File: config.mk
export PLATFORM = sky130hd
export DESIGN_NAME = pid_seq_controller_flat
export DESIGN_NICKNAME = d
export VERILOG_FILES = /design/src/rtl/pid_seq_controller_pkg.sv /design/src/rtl/pid_seq_controller_if.sv /design/src/rtl/pid_seq_controller_sat.sv /design/src/rtl/pid_seq_controller.sv /design/src/flat_wrapper.sv
export SDC_FILE = /design/constraint.sdc
export NUM_CORES = 2
export LEC_CHECK = 0
export BUFFER_PORTS_ARGS = -buffer_cell sky130_fd_sc_hd__buf_2
export CORE_ASPECT_RATIO = 1.75
export CORE_MARGIN = 8
export CORE_UTILIZATION = 45
export CTS_BUF_LIST = sky130_fd_sc_hd__clkbuf_2
export DETAILED_ROUTE_END_ITERATION = 10
export HOLD_SLACK_MARGIN = 0.12
export PLACE_DENSITY = 0.67
export SLEW_MARGIN = 20
export SYNTH_ARGS = -nofsm -noshare
export SYNTH_HDL_FRONTEND = slang
export SYNTH_SLANG_ARGS = --single-unit
File: constraint.sdc
create_clock -name clk -period 10.1 [get_ports clk]
set_clock_uncertainty 0.15 [all_clocks]
set_input_delay 0.505 -clock clk [delete_from_list [all_inputs] [get_ports clk]]
set_output_delay 0.505 -clock clk [all_outputs]
set_load 0.03 [all_outputs]
File: src/rtl/pid_seq_controller_pkg.sv
// Shared types and width helpers for the sequential multi-channel PID controller.
package pid_seq_pkg;

    // One state per pipeline step; OUT waits on the result handshake.
    typedef enum logic [2:0] {
        IDLE  = 3'd0,
        MUL_P = 3'd1,
        MUL_I = 3'd2,
        MUL_D = 3'd3,
        SUM   = 3'd4,
        OUT   = 3'd5
    } state_t;

    // Channel index width: at least one bit even for a single channel.
    function automatic int ch_width(input int num_ch);
        return (num_ch <= 1) ? 1 : $clog2(num_ch);
    endfunction

    // Multiplier operands: error plus sign headroom, gain plus a zero sign bit.
    function automatic int mul_a_width(input int data_w);
        return data_w + 1;
    endfunction

    function automatic int mul_b_width(input int gain_w);
        return gain_w + 1;
    endfunction

    // Accumulator for the three products.
    function automatic int sum_width(input int data_w, input int gain_w);
        return data_w + gain_w + 3;
    endfunction

    localparam int DATA_W_DEF = 32;
    localparam int GAIN_W_DEF = 16;
    localparam int NUM_CH_DEF = 4;
    localparam int CH_W_DEF   = ch_width(NUM_CH_DEF);
    localparam int A_W_DEF    = mul_a_width(DATA_W_DEF);
    localparam int B_W_DEF    = mul_b_width(GAIN_W_DEF);
    localparam int S_W_DEF    = sum_width(DATA_W_DEF, GAIN_W_DEF);

endpackage

File: src/rtl/pid_seq_controller_if.sv
// Sample / clear / result handshake bundle for pid_seq_controller.
interface pid_seq_controller_if #(
    parameter int DATA_W = 32,
    parameter int GAIN_W = 16,
    parameter int NUM_CH = 4
);
    import pid_seq_pkg::*;

    localparam int CH_W = ch_width(NUM_CH);

    logic                     err_valid;
    logic                     err_ready;
    logic [CH_W-1:0]          err_ch;
    logic signed [DATA_W-1:0] err_data;
    logic [GAIN_W-1:0]        kp;
    logic [GAIN_W-1:0]        ki;
    logic [GAIN_W-1:0]        kd;
    logic                     clr_valid;
    logic [CH_W-1:0]          clr_ch;
    logic                     out_valid;
    logic                     out_ready;
    logic [CH_W-1:0]          out_ch;
    logic signed [DATA_W-1:0] out_data;
    logic                     out_sat;

    modport master (
        output err_valid, err_ch, err_data, kp, ki, kd, clr_valid, clr_ch, out_ready,
        input  err_ready, out_valid, out_ch, out_data, out_sat
    );

    modport slave (
        input  err_valid, err_ch, err_data, kp, ki, kd, clr_valid, clr_ch, out_ready,
        output err_ready, out_valid, out_ch, out_data, out_sat
    );

endinterface

File: src/rtl/pid_seq_controller_sat.sv
// Combinational signed clamp of a wide value into [MIN_V, MAX_V], narrowed to OUT_W.
module pid_sat #(
    parameter int IN_W  = 33,
    parameter int OUT_W = 32,
    parameter int MIN_V = 0,
    parameter int MAX_V = 1000
) (
    input  logic signed [IN_W-1:0]  i_val,
    output logic signed [OUT_W-1:0] o_val
);
    localparam logic signed [IN_W-1:0] LO = IN_W'(MIN_V);
    localparam logic signed [IN_W-1:0] HI = IN_W'(MAX_V);

    // Pick the limit when out of range, otherwise pass the value through.
    always_comb begin
        if (i_val < LO) begin
            o_val = OUT_W'(LO);
        end else if (i_val > HI) begin
            o_val = OUT_W'(HI);
        end else begin
            o_val = OUT_W'(i_val);
        end
    end

endmodule

File: src/rtl/pid_seq_controller.sv
// Time-multiplexed PID controller: one shared multiplier, per-channel integrator state.
module pid_seq_controller
    import pid_seq_pkg::*;
#(
    parameter int DATA_W    = 32,
    parameter int GAIN_W    = 16,
    parameter int FRAC_BITS = 8,
    parameter int NUM_CH    = 4,
    parameter int I_MAX     = 4096,
    parameter int OUT_MIN   = 0,
    parameter int OUT_MAX   = 1000
) (
    input  logic                 clk,
    input  logic                 rst_n,
    pid_seq_controller_if.slave  bus
);
    localparam int CH_W = ch_width(NUM_CH);
    localparam int A_W  = mul_a_width(DATA_W);
    localparam int B_W  = mul_b_width(GAIN_W);
    localparam int P_W  = A_W + B_W;
    localparam int S_W  = sum_width(DATA_W, GAIN_W);

    state_t                   r_state, w_next;
    logic                     w_err_ready, w_out_valid, w_accept, w_ch_ok, w_clr_ok;
    logic [CH_W-1:0]          r_ch;
    logic signed [DATA_W-1:0] r_e;
    logic [GAIN_W-1:0]        r_kp, r_ki, r_kd;
    logic signed [P_W-1:0]    r_p, r_i, r_d;
    logic signed [DATA_W-1:0] r_i_new;
    logic signed [DATA_W-1:0] r_integ [NUM_CH];
    logic signed [DATA_W-1:0] r_eprev [NUM_CH];
    logic [NUM_CH-1:0]        r_first;
    logic [CH_W-1:0]          r_out_ch;
    logic signed [DATA_W-1:0] r_out_data;
    logic                     r_out_sat;
    logic signed [A_W-1:0]    w_mul_a, w_isum, w_d;
    logic signed [B_W-1:0]    w_mul_b;
    logic signed [P_W-1:0]    w_prod;
    logic signed [DATA_W-1:0] w_i_new, w_out_val;
    logic signed [S_W-1:0]    w_sum, w_shift;
    logic                     w_out_sat;

    assign w_ch_ok  = int'(bus.err_ch) < NUM_CH;
    assign w_clr_ok = int'(bus.clr_ch) < NUM_CH;
    assign w_accept = bus.err_valid && w_err_ready;

    // Integrator update and derivative are only consumed once r_ch holds a valid channel.
    assign w_isum = A_W'(r_integ[r_ch]) + A_W'(r_e);
    assign w_d    = r_first[r_ch] ? '0 : A_W'(r_e) - A_W'(r_eprev[r_ch]);
    assign w_prod = P_W'(w_mul_a) * P_W'(w_mul_b);

    assign w_sum   = S_W'(r_p) + S_W'(r_i) + S_W'(r_d);
    assign w_shift = w_sum >>> FRAC_BITS;
    assign w_out_sat = (w_shift != S_W'(w_out_val));

    pid_sat #(.IN_W(A_W), .OUT_W(DATA_W), .MIN_V(-I_MAX), .MAX_V(I_MAX)) u_integ_clamp (
        .i_val (w_isum),
        .o_val (w_i_new)
    );

    pid_sat #(.IN_W(S_W), .OUT_W(DATA_W), .MIN_V(OUT_MIN), .MAX_V(OUT_MAX)) u_out_sat (
        .i_val (w_shift),
        .o_val (w_out_val)
    );

    // State register.
    always_ff @(posedge clk or negedge rst_n) begin
        if (!rst_n) r_state <= IDLE;
        else        r_state <= w_next;
    end

    // Next-state: out-of-range channels are swallowed without leaving IDLE.
    always_comb begin
        w_next = r_state;
        unique case (r_state)
            IDLE:    if (w_accept && w_ch_ok) w_next = MUL_P;
            MUL_P:   w_next = MUL_I;
            MUL_I:   w_next = MUL_D;
            MUL_D:   w_next = SUM;
            SUM:     w_next = OUT;
            OUT:     if (bus.out_ready) w_next = IDLE;
            default: w_next = IDLE;
        endcase
    end

    // Handshake outputs and shared multiplier operand selection.
    always_comb begin
        w_err_ready = (r_state == IDLE);
        w_out_valid = (r_state == OUT);
        w_mul_a     = '0;
        w_mul_b     = '0;
        unique case (r_state)
            MUL_P: begin
                w_mul_a = A_W'(r_e);
                w_mul_b = {1'b0, r_kp};
            end
            MUL_I: begin
                w_mul_a = A_W'(w_i_new);
                w_mul_b = {1'b0, r_ki};
            end
            MUL_D: begin
                w_mul_a = w_d;
                w_mul_b = {1'b0, r_kd};
            end
            default: ;
        endcase
    end

    // Sample capture, product pipeline and result registers.
    always_ff @(posedge clk or negedge rst_n) begin
        if (!rst_n) begin
            r_ch       <= '0;
            r_e        <= '0;
            r_kp       <= '0;
            r_ki       <= '0;
            r_kd       <= '0;
            r_p        <= '0;
            r_i        <= '0;
            r_d        <= '0;
            r_i_new    <= '0;
            r_out_ch   <= '0;
            r_out_data <= '0;
            r_out_sat  <= 1'b0;
        end else begin
            unique case (r_state)
                IDLE: if (w_accept && w_ch_ok) begin
                    r_ch <= bus.err_ch;
                    r_e  <= bus.err_data;
                    r_kp <= bus.kp;
                    r_ki <= bus.ki;
                    r_kd <= bus.kd;
                end
                MUL_P: r_p <= w_prod;
                MUL_I: begin
                    r_i     <= w_prod;
                    r_i_new <= w_i_new;
                end
                MUL_D: r_d <= w_prod;
                SUM: begin
                    r_out_ch   <= r_ch;
                    r_out_data <= w_out_val;
                    r_out_sat  <= w_out_sat;
                end
                default: ;
            endcase
        end
    end

    // Per-channel state: clears land in IDLE (ahead of a same-cycle sample), commits in SUM only.
    always_ff @(posedge clk or negedge rst_n) begin
        if (!rst_n) begin
            for (int unsigned i = 0; i < NUM_CH; i++) begin
                r_integ[i] <= '0;
                r_eprev[i] <= '0;
            end
            r_first <= '1;
        end else if (r_state == IDLE) begin
            if (bus.clr_valid && w_clr_ok) begin
                r_integ[bus.clr_ch] <= '0;
                r_eprev[bus.clr_ch] <= '0;
                r_first[bus.clr_ch] <= 1'b1;
            end
        end else if (r_state == SUM) begin
            r_integ[r_ch] <= r_i_new;
            r_eprev[r_ch] <= r_e;
            r_first[r_ch] <= 1'b0;
        end
    end

    assign bus.err_ready = w_err_ready;
    assign bus.out_valid = w_out_valid;
    assign bus.out_ch    = r_out_ch;
    assign bus.out_data  = r_out_data;
    assign bus.out_sat   = r_out_sat;

endmodule

File: src/flat_wrapper.sv
// flat-port wrapper written by rule: the top's interface ports become plain ports
module pid_seq_controller_flat import pid_seq_pkg::*;
#(
    parameter int DATA_W    = 32,
    parameter int GAIN_W    = 16,
    parameter int FRAC_BITS = 8,
    parameter int NUM_CH    = 4,
    parameter int I_MAX     = 4096,
    parameter int OUT_MIN   = 0,
    parameter int OUT_MAX   = 1000
)
  (clk, rst_n, bus_err_valid, bus_err_ch, bus_err_data, bus_kp, bus_ki, bus_kd, bus_clr_valid, bus_clr_ch, bus_out_ready, bus_err_ready, bus_out_valid, bus_out_ch, bus_out_data, bus_out_sat);
  pid_seq_controller_if #(.DATA_W(DATA_W), .GAIN_W(GAIN_W), .NUM_CH(NUM_CH)) bus_i ();
  input  logic clk;
  input  logic rst_n;
  input wire logic [$bits(bus_i.err_valid)-1:0] bus_err_valid;
  input wire logic [$bits(bus_i.err_ch)-1:0] bus_err_ch;
  input wire logic [$bits(bus_i.err_data)-1:0] bus_err_data;
  input wire logic [$bits(bus_i.kp)-1:0] bus_kp;
  input wire logic [$bits(bus_i.ki)-1:0] bus_ki;
  input wire logic [$bits(bus_i.kd)-1:0] bus_kd;
  input wire logic [$bits(bus_i.clr_valid)-1:0] bus_clr_valid;
  input wire logic [$bits(bus_i.clr_ch)-1:0] bus_clr_ch;
  input wire logic [$bits(bus_i.out_ready)-1:0] bus_out_ready;
  output wire logic [$bits(bus_i.err_ready)-1:0] bus_err_ready;
  output wire logic [$bits(bus_i.out_valid)-1:0] bus_out_valid;
  output wire logic [$bits(bus_i.out_ch)-1:0] bus_out_ch;
  output wire logic [$bits(bus_i.out_data)-1:0] bus_out_data;
  output wire logic [$bits(bus_i.out_sat)-1:0] bus_out_sat;
  assign bus_i.err_valid = bus_err_valid;
  assign bus_i.err_ch = bus_err_ch;
  assign bus_i.err_data = bus_err_data;
  assign bus_i.kp = bus_kp;
  assign bus_i.ki = bus_ki;
  assign bus_i.kd = bus_kd;
  assign bus_i.clr_valid = bus_clr_valid;
  assign bus_i.clr_ch = bus_clr_ch;
  assign bus_i.out_ready = bus_out_ready;
  assign bus_err_ready = bus_i.err_ready;
  assign bus_out_valid = bus_i.out_valid;
  assign bus_out_ch = bus_i.out_ch;
  assign bus_out_data = bus_i.out_data;
  assign bus_out_sat = bus_i.out_sat;
  pid_seq_controller #(.DATA_W(DATA_W), .GAIN_W(GAIN_W), .FRAC_BITS(FRAC_BITS), .NUM_CH(NUM_CH), .I_MAX(I_MAX), .OUT_MIN(OUT_MIN), .OUT_MAX(OUT_MAX)) u_core (.clk(clk), .rst_n(rst_n), .bus(bus_i));
endmodule
==> impl_metrics.json <==
{
  "status": "complete, but fails checks",
  "failed_checks": "negative setup slack",
  "slew_headroom_pct": 17.5,
  "fin_setup_tns_ns": -15.72,
  "post-route-drc-count": 0,
  "clk_transition_reported_paths_ns": 0.12,
  "endpoint_kind": "register",
  "rsz0062_at_grt": "yes",
  "grt_max_degree": 168,
  "dieArea_um2": 123000,
  "dp_cells": 7411,
  "slowest_delay_ns": 0.58,
  "synth_top_area_share_pct": 27.8,
  "worst-path-stages": 43,
  "ios": 126,
  "grt_pass1_vias": 49100,
  "cts_inserted_buffers": 136,
  "finalHoldViolations": 0,
  "setup_violations": 76,
  "cts_buffer_depth": 3,
  "antenna_found_initial": 12,
  "cp_slowest_cell": "fa_1",
  "rows": 162,
  "syn_to_final_growth_pct": 25.6,
  "synth_warnings": 0,
  "first_pass_iters": 6,
  "syn_area_um2": 50100,
  "core_area_um2": 111000,
  "ys_ff_latch": 562,
  "num_vias": 45000,
  "start_util_pct": 45.2,
  "globalRoute.totalOverflow": 0,
  "synth_most_common_cell": "nand2_1",
  "synth.area.top_cells": "dfrtp_1 28%, fa_1 22%, nand2_1 8.3%, ha_1 5.8%, inv_1 4.9%",
  "post-route-period-util_pct": 104,
  "worstPathArrival_ns": 11.78,
  "min_delay_path_depth": 2,
  "syn_inst": 5513,
  "reg2regPathDepth": 43,
  "numPortBuffers": 125,
  "die_w_um": 268,
  "period_needed_ns": 10.55,
  "fillerInstances": 9556,
  "final_layout_size_suffix_gt1_share_pct": 23.5,
  "yosysUniqueCellTypes": 93,
  "setup_ws_ns": -0.452,
  "h-tree-depth": 4,
  "cts_tree": "yes",
  "critPathTopFamily": "adder cells",
  "hold_class": "reg -> reg",
  "first_iter_violations": 2729,
  "nets": 7274,
  "fp.dieH_um": 458,
  "dp_slack_ns": -1.24,
  "crit_required_ns": 11.33,
  "worstPathMaxFanout": 6,
  "grtUsageTotal_pct": 27.9,
  "critPathKind": "reg -> reg",
  "slew_violations": 0,
  "synth-edff-count": 0,
  "cts_sinks": 562,
  "layout.cells.non_filler": 7989,
  "multi_input_comb_area_um2": 34400,
  "worst-path-buf-inv": 13,
  "grt_pass1_wl_mm": 265,
  "synth_commonest_cells": "1104 x nand2_1, 660 x inv_1, 558 x dfrtp_1",
  "gp_congestion": 0.986,
  "vias_per_cell": 5.64,
  "tightest_slew_ns": 1.24,
  "root_buffer": "clkbuf_2",
  "utilization_pct": 56.8,
  "fmax_ghz": 0.0948,
  "antenna_left": 0,
  "clk_latency_ns": 1.69,
  "drt_wl_total_mm": 173,
  "cp-start-kind": "register",
  "cpMostUsedCell": "fa_1",
  "syn_nets": 6388,
  "netlist.top_cell.by_area": "dfrtp_1",
  "synth.avg_cell_area_um2": 9.10,
  "ys_seq_area_share_pct": 28.1,
  "dpl.hpwl_mm": 124,
  "routedWlPerCell_um": 21.7,
  "ys.flop_type": "dfrtp_1",
  "maxCapViolCount": 0,
  "ff_latch_area_um2": 14100,
  "synthArstFlopShare_pct": 100
}
## flip-flops by register name, indices dropped and copies added, names as in the netlist, 3 cells and up
register and flops:
u_core.r_p 50, u_core.r_kp 16, u_core.r_e 32, u_core.r_first 4, u_core.bus.out_data 32, u_core.r_eprev 128, u_core.r_d 50, u_core.r_kd 16
u_core.r_ki 16, u_core.r_i_new 32, u_core.r_state 3, u_core.r_i 50, u_core.r_integ 128
## worst reg2reg max path, delay by kind of cell, from the launching register on
kind,cells,cell delay (ns)
flops,1,0.51
xor+xnor,1,0.16
mux,1,0.46
simple gates,6,1.54
buf+inv,13,1.53
compound gates,14,2.87
fa+ha+maj,8,3.08
## layout make-up
cell class | count | share of cell area [%]
Sequential cell | 562 | 22.3
Clock inverter | 50 | 0.538
Antenna cell | 14 | 0.0556
Clock buffer | 188 | 1.49
Multi-Input combinational cell | 3985 | 54.6
Inverter | 661 | 3.94
Timing Repair Buffer | 1053 | 14.1
Tap cell | 1476 | 2.93
## final timing paths
| path | from | to | slack, ns |
|---|---|---|---|
| max in group asynchronous | rst_n | u_core.r_i[28] | 7.59 |
| setup reg to reg | u_core.r_ch[0] | u_core.r_d[49] | -0.45 |
| hold / removal | u_core.bus.out_data[4] | u_core.bus.out_data[4] | 0.33 |
| setup / recovery | u_core.r_ch[0] | u_core.r_d[49] | -0.45 |
| hold reg to reg | u_core.bus.out_data[4] | u_core.bus.out_data[4] | 0.33 |
| min in group asynchronous | rst_n | u_core.r_e[3] | 0.48 |
## cells by family (layout without fill, tap and decap cells)
family / count (synthesis) / count (layout) / synth area share (%)
compound gates: 1066 / 1066 / 13.1
mux: 179 / 179 / 5.45
other cells: 0 / 14 / 0
simple gates: 1833 / 1833 / 16.1
xor+xnor: 121 / 121 / 2.11
flops: 562 / 562 / 28.1
fa+ha+maj: 786 / 786 / 27.9
buf+inv: 966 / 1952 / 7.28
## stage by stage
stage               instance area, um^2  hold WS, ns
finish                            63000        0.332
detailed placement                56500        0.315
floorplan                         50300       0.0594
CTS                               61100        0.338
global placement                  56500        0.302
global route                      63000        0.352
## per-layer routing
layer  global-route usage (%)  up-vias  share of wire (%)
met5                        0        -              0.021
met4                     24.5        6                 10
met3                     5.16      968                5.7
met2                     51.2     2020                 53
met1                     25.8    22200                 31
li1                         -    19900                  -
## placed cells by master, fill, tap and decap left out, types with 20 or more instances in the layout
master / n
nand2_1: 1084
inv_1: 641
buf_4: 579
dfrtp_1: 556
fa_1: 522
o21ai_0: 402
dlygate4sd3_1: 267
nor2_1: 215
ha_1: 193
clkbuf_2: 188
a21oi_1: 148
buf_2: 124
mux2_2: 103
nor2b_1: 100
o21ai_1: 80
a21o_1: 79
mux4_2: 65
and2_1: 56
xnor2_1: 53
nand3_1: 51
buf_6: 48
nor3_1: 44
nand2b_1: 40
xor2_1: 40
nand4_1: 36
fa_2: 32
ha_4: 31
a21oi_2: 29
o21a_1: 29
clkinv_1: 28
o21bai_1: 27
buf_12: 26
and3_1: 21
inv_2: 20
## what timing repair did
item,4_1_cts,5_1_grt
buffers inserted,20,41
pin swaps,40,119
endpoints found under the hold margin,739,0
hold buffers,269,0
gates cloned,1,2
endpoints found under the setup margin,108,108
resized for setup,109,379
Power is not shown: default switching activity piles up to over one toggle a cycle in this logic, so the estimate is an artifact.
